### config.mk
export PLATFORM = sky130hd
export DESIGN_NAME = mem_bus_arbiter
export DESIGN_NICKNAME = d
export VERILOG_FILES = /design/src/rtl/mem_bus_arbiter.sv
export SDC_FILE = /design/constraint.sdc
export NUM_CORES = 1
export LEC_CHECK = 0
export ABC_AREA = 0
export BUFFER_PORTS_ARGS = -buffer_cell sky130_fd_sc_hd__buf_2
export CORE_UTILIZATION = 35
export CTS_CLUSTER_DIAMETER = 120
export CTS_CLUSTER_SIZE = 30
export DETAILED_ROUTE_END_ITERATION = 8
export GPL_ROUTABILITY_DRIVEN = 0
export MAX_ROUTING_LAYER = met4
export PLACE_DENSITY = 0.71
export SYNTH_ARGS = -nofsm -noshare
export SYNTH_HDL_FRONTEND = slang
export SYNTH_SLANG_ARGS = --single-unit
### constraint.sdc
create_clock -name clk_in -period 1.68 [get_ports clk_in]
set_input_delay 0.252 -clock clk_in [delete_from_list [all_inputs] [get_ports clk_in]]
set_output_delay 0.252 -clock clk_in [all_outputs]
set_load 0.005 [all_outputs]
### src/rtl/mem_bus_arbiter.sv
`timescale 1ns/1ps
// Cycle-stealing arbiter for the shared 64 KiB synchronous memory port.
// Stalls the CPU during bounded DMA bursts and replays the interrupted CPU read.
module mem_bus_arbiter #(
    parameter int DMA_MAX_BURST = 4
) (
    input  logic        clk_in,
    input  logic        reset,
    input  logic [15:0] cpu_address_in,
    input  logic        cpu_read_write_in,
    input  logic [7:0]  cpu_wdata_in,
    output logic [7:0]  cpu_rdata_out,
    output logic        cpu_ready,
    input  logic        dma_req,
    input  logic [15:0] dma_address,
    input  logic        dma_write,
    input  logic [7:0]  dma_wdata,
    output logic        dma_grant,
    output logic [7:0]  dma_rdata,
    output logic        dma_rvalid,
    output logic [15:0] mem_address,
    output logic        mem_write,
    output logic [7:0]  mem_wdata,
    input  logic [7:0]  mem_rdata
);
    typedef enum logic [1:0] {CPU_OWN, DMA_OWN, RETURN} state_t;

    typedef struct packed {
        logic [15:0] addr;
        logic        we;
        logic [7:0]  wdata;
    } mem_req_t;

    localparam logic [7:0] BURST_MAX = 8'(DMA_MAX_BURST);

    state_t      state, state_nxt;
    logic [7:0]  burst_cnt, burst_cnt_nxt, burst_inc;
    logic [15:0] held_addr, held_addr_nxt;
    logic        cooldown, cooldown_nxt;
    logic        rd_pend, rd_pend_nxt;
    mem_req_t    mem_req;

    assign burst_inc = burst_cnt + 8'd1;

    always_comb begin
        state_nxt     = state;
        burst_cnt_nxt = burst_cnt;
        held_addr_nxt = held_addr;
        cooldown_nxt  = cooldown;
        rd_pend_nxt   = 1'b0;
        cpu_ready     = 1'b1;
        dma_grant     = 1'b0;
        mem_req.addr  = cpu_address_in;
        mem_req.we    = cpu_read_write_in;
        mem_req.wdata = cpu_wdata_in;
        case (state)
            CPU_OWN: begin
                cooldown_nxt = 1'b0;
                // Only steal a read cycle; that read is reissued from held_addr later.
                if (dma_req && !cpu_read_write_in && !cooldown) begin
                    held_addr_nxt = cpu_address_in;
                    state_nxt     = DMA_OWN;
                end
            end
            DMA_OWN: begin
                cpu_ready     = 1'b0;
                dma_grant     = 1'b1;
                mem_req.addr  = dma_address;
                mem_req.we    = 1'b0;
                mem_req.wdata = dma_wdata;
                if (dma_req) begin
                    mem_req.we    = dma_write;
                    burst_cnt_nxt = burst_inc;
                    rd_pend_nxt   = !dma_write;
                    if (burst_inc == BURST_MAX)
                        state_nxt = RETURN;
                end else begin
                    state_nxt = RETURN;
                end
            end
            RETURN: begin
                cpu_ready     = 1'b0;
                mem_req.addr  = held_addr;
                mem_req.we    = 1'b0;
                burst_cnt_nxt = 8'd0;
                cooldown_nxt  = 1'b1;
                state_nxt     = CPU_OWN;
            end
            default: state_nxt = CPU_OWN;
        endcase
    end

    always_ff @(posedge clk_in) begin
        if (reset) begin
            state     <= CPU_OWN;
            burst_cnt <= 8'd0;
            held_addr <= 16'h0000;
            cooldown  <= 1'b0;
            rd_pend   <= 1'b0;
        end else begin
            state     <= state_nxt;
            burst_cnt <= burst_cnt_nxt;
            held_addr <= held_addr_nxt;
            cooldown  <= cooldown_nxt;
            rd_pend   <= rd_pend_nxt;
        end
    end

    assign mem_address   = mem_req.addr;
    assign mem_write     = mem_req.we;
    assign mem_wdata     = mem_req.wdata;
    assign cpu_rdata_out = mem_rdata;
    assign dma_rdata     = mem_rdata;
    assign dma_rvalid    = rd_pend;
endmodule

# After elaboration in Yosys (flattened, before gate mapping)

Index checks and enable logic that the tools add are counted.

Bits in registers: 28
Output and inout port bits: 44
Word-level logic and storage cells: 39

Add/sub/neg operators: 1
Eq/ne operators: 6
Multiplexer cells: 12
Bitwise operators: 2
Reductions and logical operators: 13

Operators with widths:

| operator                                                               | count |
|---|---|
| 17-bit case mux with 2 select lines                                    | 1 |
| 8-bit two-way mux                                                      | 2 |
| 8-bit case mux with 2 select lines                                     | 1 |
| 8-bit by 1-bit adder with 8-bit output (second input constant)         | 1 |
| 8-bit by 3-bit equality test with 1-bit output (second input constant) | 1 |
| 2-bit two-way mux                                                      | 3 |
| 2-bit AND reduction                                                    | 3 |
| 2-bit != test (second input constant)                                  | 2 |
| 2-bit case mux with 2 select lines                                     | 1 |
| 2-bit nonzero test                                                     | 2 |
| 1-bit logical NOT                                                      | 3 |
| 1-bit two-way mux                                                      | 3 |
| 3-bit != test (second input constant)                                  | 1 |
| 3-bit OR reduction                                                     | 1 |
| 2-bit by 1-bit equality test with 1-bit output (second input constant) | 1 |
| 2-bit equality test (second input constant)                            | 1 |
| 1-bit logical AND                                                      | 2 |
| 2-bit logical NOT                                                      | 1 |
| 1-bit NOT                                                              | 2 |
| 1-bit case mux with 2 select lines                                     | 1 |
| 2-bit OR reduction                                                     | 1 |

# Logic depth before layout (Yosys ltp)

Gate-level depths: netlist (run 1).

Word-level depth: 5
Gate-level depth with buffers: 8
Gate-level depth less buffers: 7

# Worst setup path before layout (run 1)

No wires, ideal clock.

Kind: flip-flop to flip-flop
Start: reg burst_cnt[0]
End: reg state[0]
Arrival: 1.630 ns
Data required time: 1.557 ns
Slack: -0.073 ns
Stages on the path, launching flop included: 7
Path buffers: 0
Path through: dfxtp_1 ha_1 and3_1 nand3_1 xnor2_1 a311o_1 mux2_1

Longest elaborated chain between the ends: 4

Ends and longest elaborated chain:

| element                                        | line | RTL |
|---|---|---|
| start, declared                                | 37   | `logic [7:0] burst_cnt, burst_cnt_nxt, burst_inc;` |
| start signal, assigned                         | 102  | `burst_cnt <= burst_cnt_nxt;` |
| 8-bit by 1-bit adder with 8-bit output         | 43   | `assign burst_inc = burst_cnt + 8'd1;` |
| 8-bit by 3-bit equality test with 1-bit output | 75   | `if (burst_inc == BURST_MAX)` |
| 3-bit != test (no source line)                 | --   |  |
| 2-bit AND reduction (no source line)           | --   |  |
| end signal, assigned                           | 101  | `state <= state_nxt;` |
| end, declared                                  | 36   | `state_t state, state_nxt;` |

Every way passes these cells.
A chain may end at the register's enable or synchronous reset.

# Worst setup path in the final report (run 1)

Start: reg state[0]
End: out mem_address[1]

Longest elaborated chain between the ends: 2
Elaborated cells between the ends (all ways): 3

Ends and longest elaborated chain:

| element                                                                                      | line | RTL |
|---|---|---|
| 2-bit equality test / 2-bit by 1-bit equality test with 1-bit output (equally long branches) | 56   | `case (state)` |
| 17-bit case mux with 2 select lines *                                                        | 56   |  |
| end, declared                                                                                | 21   | `output logic [15:0] mem_address,` |

Every way passes the cells marked *; elsewhere a longest branch is shown, timed or not.

==> results of run 1 <==
==> worst register-to-register path, cell delays in order, from the launching register on <==
cell                      delay (ps)
sky130_fd_sc_hd__dfxtp_4         380
sky130_fd_sc_hd__ha_4            150
sky130_fd_sc_hd__and3_4          180
sky130_fd_sc_hd__nand3_1         110
sky130_fd_sc_hd__xnor2_1         150
sky130_fd_sc_hd__a311o_1         370
sky130_fd_sc_hd__mux2_4          310
==> path summary, 6_finish.rpt <==
| check | start | to | slack [ps] | cells past startpoint |
|---|---|---|---|---|
| min reg2reg | held_addr[8] | held_addr[8] | 470 | 2 |
| max | state[0] | mem_address[1] | -100 | 6 |
| min | dma_write | dma_rvalid | 160 | 2 |
| max reg2reg | burst_cnt[1] | state[0] | -80 | 6 |
==> power breakdown <==
part,internal [uW],switching [uW]
Combinational,347,294
Sequential,688,21.5
Clock,210,209
Total,1240,524
==> logic make-up after synthesis <==
group           count (synthesis)
mux                             9
compound gates                 71
simple gates                  101
flops                          28
buf+inv                        41
xor+xnor                        3
fa+ha+maj                       5
==> metal layers <==
| layer | track usage [%] | share of wire, % | up-vias |
|---|---|---|---|
| met5 | - | 0 | - |
| met4 | 5.45 | 1.0 | 0 |
| met3 | 2.54 | 4.4 | 9 |
| met2 | 29.9 | 52 | 63 |
| met1 | 21.9 | 42 | 906 |
| li1 | - | - | 1025 |
==> layout make-up <==
class	instances	area share, %
timing repair buffer	107	27.7
inverter	5	0.848
multi-input combinational	189	45.9
tap	70	3.12
sequential	28	20.5
clock buffer	4	1.96
==> layout by cell type (no fill, tap or decap), types with 6 or more instances in the layout <==
master                     n
sky130_fd_sc_hd__a22oi_2  10
sky130_fd_sc_hd__buf_4    14
sky130_fd_sc_hd__mux2_4    9
sky130_fd_sc_hd__nand3_1   9
sky130_fd_sc_hd__nor2_1   18
sky130_fd_sc_hd__nor2b_1   6
sky130_fd_sc_hd__dfxtp_1  23
sky130_fd_sc_hd__buf_2    72
sky130_fd_sc_hd__buf_6    14
sky130_fd_sc_hd__nand2_1  39
sky130_fd_sc_hd__a21oi_1  38
sky130_fd_sc_hd__a22oi_1   6
==> registers in the layout, summed over array words and instances, names as in the netlist <==
register,cells
cooldown,1
held_addr,16
state,2
burst_cnt,8
dma_rvalid,1
==> what timing repair did <==
action / CTS / global route
gates cloned: 2 / 3
setup endpoints to repair: 27 / 27
pin swaps: 3 / 5
buffers inserted: 2 / 2
resized for setup: 47 / 25
==> metrics by stage <==
step / cell area [sq um] / hold WS (ps) / setup TNS (ps) / total power [uW] / setup slack [ps]
floorplan: 1870 / 329 / -10.4 / 984 / -10.4
global placement: 2310 / 443 / -6.77 / 1160 / -6.77
detailed placement: 2310 / 445 / -56.1 / 1160 / -54.1
CTS: 2610 / 160 / -901 / 1690 / -48.6
global route: 2800 / 162 / -2920 / 1870 / -142
finish: 2800 / 162 / -1430 / 1770 / -95.1
==> impl_metrics.csv, run 1 <==
group,metric,value,unit
timing,finalWorstSetupSlack,-95.1,ps
logic_synthesis,synth_cell_types,33,
route,drc,0,
logic_synthesis,synth_top_flop_cell,"sky130_fd_sc_hd__dfxtp_1",
logic_synthesis,count_leader_synth,"sky130_fd_sc_hd__a21oi_1",
clock_network,clock_sinks,28,
global_routing,grt_max_degree,17,
route,wire_per_inst,12.9,um
logic_synthesis,synth.yosys.warnings,0,
timing,finalHoldViolations,0,
timing,rsz0062_at_grt,"yes",
final_layout,multiInputGateArea,0.00129,sq mm
die,io_pins,105,
logic_synthesis,synth_top_family_by_area,"simple AND/OR/NAND/NOR gates",
die,core_area,0.00511,sq mm
worst_setup_path,critical_path.max_stage_delay,400,ps
logic_synthesis,netlist_top_cells_count,"sky130_fd_sc_hd__a21oi_1 (43), sky130_fd_sc_hd__nand2_1 (41), sky130_fd_sc_hd__dfxtp_1 (28)",
worst_setup_path,cp_cell_sequence,"inv_4 > ha_4 > clkbuf_16 > nor2_1 > a21oi_1 > buf_2",
placed_design,detailed_place_hpwl,3360,um
route,via_to_cell_ratio,4.97,
timing,final_period_minus_worst_setup_slack,1780,ps
final_layout,ff_latch_area,574,sq um
clock_network,worst_setup_hold_path_clk_slew,90,ps
worst_setup_path,setup.worst_path.end_class,"output pin",
route,drtIter0Drc,121,
global_routing,grt_pass1_vias,1738,
final_layout,syn_to_final_growth,50.9,%
clock_network,cts-root-buf,"sky130_fd_sc_hd__clkbuf_8",
run_status,outcome,"finished, violations left",
route,finalWirelength,5210,um
worst_setup_path,crit_slowest_cell,"sky130_fd_sc_hd__dfxtp_4",
final_layout,final_nets,400,
run_status,violated_checks,"setup timing",
worst_setup_path,critical_path_required,1430,ps
route,vias,2003,
worst_setup_path,path_buf_inv,3,
timing,slew_headroom,66.1,%
timing,timing.final.setup_violations,26,
logic_synthesis,synthXorXnorAreaFrac,1.41,%
die,initial_core_util,36.4,%
logic_synthesis,synthAdderAreaFrac,3.37,%
final_layout,stdcell_count,403,
logic_synthesis,yosys.area_share.simple,25.5,%
clock_network,max-clock-path-buffers,2,
global_routing,grt_util_all_layers,17.7,%
worst_setup_path,path_delay_family,"flip-flops",
route,detail_route.first_pass.iterations,4,
logic_synthesis,netlist_area,0.00186,sq mm
pwr,cellLeakagePower,0.00114,uW
final_layout,proportion_of_layout_cells_with_a_drive_suffix_above_1,48.0,%
die,standard_cell_row_count,26,
logic_synthesis,net_count_synth,324,
final_layout,post-route-util,54.9,%
logic_synthesis,postSynthRegisterBits,28,
logic_synthesis,yosys.area.top_type_share,30.2,%
logic_synthesis,area_leader_netlist,"sky130_fd_sc_hd__dfxtp_1",
pwr,pwrdens,631,mW/mm^2
logic_synthesis,synth_compound_area_share,22.5,%
logic_synthesis,synth_top_cells_by_area,"sky130_fd_sc_hd__dfxtp_1 (30%), sky130_fd_sc_hd__a21oi_1 (12%), sky130_fd_sc_hd__nand2_1 (8.3%)",
final_layout,layout.filler_cells,444,
clock_network,tritoncts,"built",
pwr,vdd_ir_drop_max,0.351,mV
placed_design,numPortBuffers,80,
die,fp.dieW,74.9,um
route,final_antenna_net_count,0,
die,die_area,0.00560,sq mm
job,timing.max_cap.violations,0,
worst_hold_path,hold_class,"input port to register",
placed_design,post-place-cells,390,
logic_synthesis,synth_mux_area_share,5.45,%
timing,finalCritPeriodShare,106,%
clock_network,hold_buffers,0,
logic_synthesis,synth_seq_area_share,30.2,%
logic_synthesis,synth.avg_cell_area,7.20,sq um
timing,fmax,563,MHz
global_routing,initial_antenna_violation_count,0,
die,chipHeight,74.9,um
clock_network,clock_tree.htree_level_count,1,
final_layout,antenna_cells,0,
worst_setup_path,timing.critical_path.from_type,"register",
logic_synthesis,synth_enable_flop_cells,0,
worst_setup_path,critPathKind,"register to output pin",
timing,drv_slew,0,
timing,worst_clock_skew,3.07,ps
logic_synthesis,synth_async_sr_flop_share,0,%
clock_network,worst_skew_pair.late_latency,270,ps
worst_setup_path,worst-endpoint-arrival,1520,ps
worst_setup_path,crit_path_max_fanout,8,
clock_network,cts_inserted_buffers,3,
global_routing,gr_ovfl_total,0,
timing,worst-slew-pin-transition,507,ps
global_routing,global_route_wire_length_before_repair,7610,um
logic_synthesis,synthesis.instances,258,
No activity file was read; power rests on OpenSTA's default activity.
==> inputs of run 2 (changes only) <==
--- a/config.mk
+++ b/config.mk
@@ -13,7 +13,7 @@
 export DETAILED_ROUTE_END_ITERATION = 8
 export GPL_ROUTABILITY_DRIVEN = 0
 export MAX_ROUTING_LAYER = met4
-export PLACE_DENSITY = 0.71
+export PLACE_DENSITY = 0.69
 export SYNTH_ARGS = -nofsm -noshare
 export SYNTH_HDL_FRONTEND = slang
 export SYNTH_SLANG_ARGS = --single-unit
==> constraint.sdc (replaced) <==
create_clock -name clk_in -period 1.9 [get_ports clk_in]
set_input_delay 0.285 -clock clk_in [delete_from_list [all_inputs] [get_ports clk_in]]
set_output_delay 0.285 -clock clk_in [all_outputs]
set_load 0.005 [all_outputs]
==> run 2 against run 1 <==
  * The flow now finishes without violations
  * Core utilization decreased by 7.7 points
  * Die area is the same
  * First-iteration DRC count decreased by 16%
  * Sequential cell count stayed put
  * Sequential share of layout area rose by 3.4 points
  * Final cell count decreased by 3.7%
  * Setup slack better by 160 ps
  * Clock power up 13%
  * Combinational power fell by 34%
  * Count of clock-buffer cells in the layout is 1 lower
  * Hold slack gained 12 ps
  * Highest routed layer unchanged
==> impl_metrics.csv, run 2 (synthesized netlist as in run 1, its figures left out) <==
group,metric,value,unit
run_status,outcome,"finished, final reports clean",
clock_network,cts_setup_buffers,0,
timing,timing.final.setup_violations,0,
worst_setup_path,cp_cell_sequence,"inv_2 > ha_2 > buf_12 > mux2_1 > buf_2",
timing,worst-slew-pin-transition,484,ps
final_layout,proportion_of_layout_cells_with_a_drive_suffix_above_1,34.6,%
route,vias,1916,
global_routing,global_route_wire_length_before_repair,7150,um
clock_network,worst_setup_hold_path_clk_slew,100,ps
worst_setup_path,path_delay_family,"buffers and inverters",
timing,fmax,545,MHz
final_layout,antenna_cells,0,
clock_network,clock_tree.htree_level_count,1,
clock_network,worst_skew_pair.late_latency,280,ps
worst_setup_path,setup.worst_path.end_class,"output pin",
route,final_antenna_net_count,0,
worst_hold_path,hold_class,"input port to register",
clock_network,max-clock-path-buffers,2,
worst_setup_path,crit_path_max_fanout,23,
final_layout,top_register,"held_addr",
final_layout,mostFrequentLayoutCell,"sky130_fd_sc_hd__buf_2",
timing,finalCritPeriodShare,96.6,%
route,drtIter0Drc,102,
timing,drv_slew,0,
global_routing,initial_antenna_violation_count,0,
final_layout,final_nets,385,
worst_setup_path,critical_path.max_stage_delay,350,ps
pwr,cellLeakagePower,0.000981,uW
route,wire_per_inst,11.8,um
timing,finalHoldViolations,0,
worst_setup_path,crit_slowest_cell,"sky130_fd_sc_hd__dfxtp_2",
placed_design,pre_cts_setup_slack,36.4,ps
route,drc,0,
worst_hold_path,hp-start,"dma_write",
job,timing.max_cap.violations,0,
die,initial_core_util,36.4,%
final_layout,layout.filler_cells,495,
global_routing,gr_ovfl_total,0,
die,die_area,0.00560,sq mm
die,io_pins,105,
clock_network,cts-root-buf,"sky130_fd_sc_hd__clkbuf_8",
worst_setup_path,worst-endpoint-arrival,1550,ps
timing,totalNegativeSetupSlack,0,ps
final_layout,regs_by_ff_count,"held_addr (16), burst_cnt (8), state (2)",
die,fp.dieW,74.9,um
placed_design,numPortBuffers,80,
worst_setup_path,timing.critical_path.from_type,"register",
pwr,vdd_ir_drop_max,0.304,mV
clock_network,tritoncts,"built",
route,finalWirelength,4580,um
worst_setup_path,startpoint_of_the_most_critical_setup_path,"state[1]",
route,via_to_cell_ratio,4.94,
pwr,pwrdens,632,mW/mm^2
final_layout,layout_common_cells,"sky130_fd_sc_hd__buf_2 (80), sky130_fd_sc_hd__a21oi_1 (43), sky130_fd_sc_hd__nand2_1 (40), sky130_fd_sc_hd__nor2_1 (23), sky130_fd_sc_hd__dfxtp_1 (23)",
clock_network,cts_inserted_buffers,3,
placed_design,detailed_place_hpwl,3130,um
clock_network,clock_sinks,28,
final_layout,syn_to_final_growth,29.6,%
final_layout,flip_flop_count_of_the_largest_register_all_copies_and_words_added,16,
timing,timing.hold.ws,174,ps
timing,final_period_minus_worst_setup_slack,1830,ps
global_routing,grt_max_degree,35,
worst_setup_path,critical_path_required,1620,ps
timing,slew_headroom,67.7,%
route,detail_route.first_pass.iterations,4,
timing,worst_clock_skew,2.67,ps
worst_setup_path,regToRegStartpoint,"burst_cnt[2]",
die,core_area,0.00511,sq mm
die,standard_cell_row_count,26,
die,chipHeight,74.9,um
global_routing,grt_pass1_vias,1672,
timing,finalWorstSetupSlack,65.1,ps
worst_setup_path,path_buf_inv,3,
global_routing,grt_util_all_layers,16.5,%
worst_setup_path,critPathKind,"register to output pin",
[run 2: final cells by class]
| class | count | area (sq um) | area share [%] |
|---|---|---|---|
| multi-input combinational | 189 | 1110 | 46.0 |
| clock buffer | 3 | 41.3 | 1.71 |
| sequential | 28 | 574 | 23.8 |
| tap | 70 | 87.6 | 3.64 |
| timing repair buffer | 92 | 549 | 22.8 |
| clock inverter | 1 | 30.0 | 1.25 |
| inverter | 5 | 18.8 | 0.779 |
[run 2: report_power, final]
group	internal [uW]	switching (uW)	total (uW)	leakage (uW)
Combinational	213	212	424	0.000715
Sequential	608	15.7	624	0.000231
Clock	282	191	473	0.0000357
Total	1100	418	1520	0.000981
[run 2: metrics by stage]
step | power, uW | util [%] | area [sq um] | cells
finish | 1520 | 47.2 | 2410 | 388
global route | 1600 | 47.2 | 2410 | 388
global placement | 1020 | 44.2 | 2260 | 383
detailed placement | 1030 | 44.2 | 2260 | 383
floorplan | 870 | - | 1860 | 258
CTS | 1500 | 45.7 | 2330 | 387
[run 2: per-layer routing]
metal  part of all wire (%)  global-route usage [%]  vias up
met5                      0                       -        -
met4                   0.87                    5.87        0
met3                    4.1                    2.14        5
met2                     50                    27.6       48
met1                     45                    20.3      861
li1                       -                       -     1002
[run 2: final timing paths]
check | to | slack [ps] | cells after the start
min reg2reg | held_addr[0] | 460 | 2
max reg2reg | state[0] | 70 | 5
max | mem_wdata[6] | 70 | 5
min | dma_rvalid | 170 | 2
[run 2: worst reg2reg max path, delay by kind of cell, from the launching register on]
kind             cells  cell delay [ps]
AND/OR/NAND/NOR      3              700
flip-flops           1              360
AO/OA/AOI/OAI        1              340
multiplexers         1              320
[run 2: what timing repair did]
| item | in CTS | in global routing |
|---|---|---|
| setup endpoints to repair | 3 | 27 |
| hold buffers | 0 | 0 |
| cloned | 0 | 1 |
| gates resized for setup | 3 | 18 |
| pin swaps | 0 | 1 |
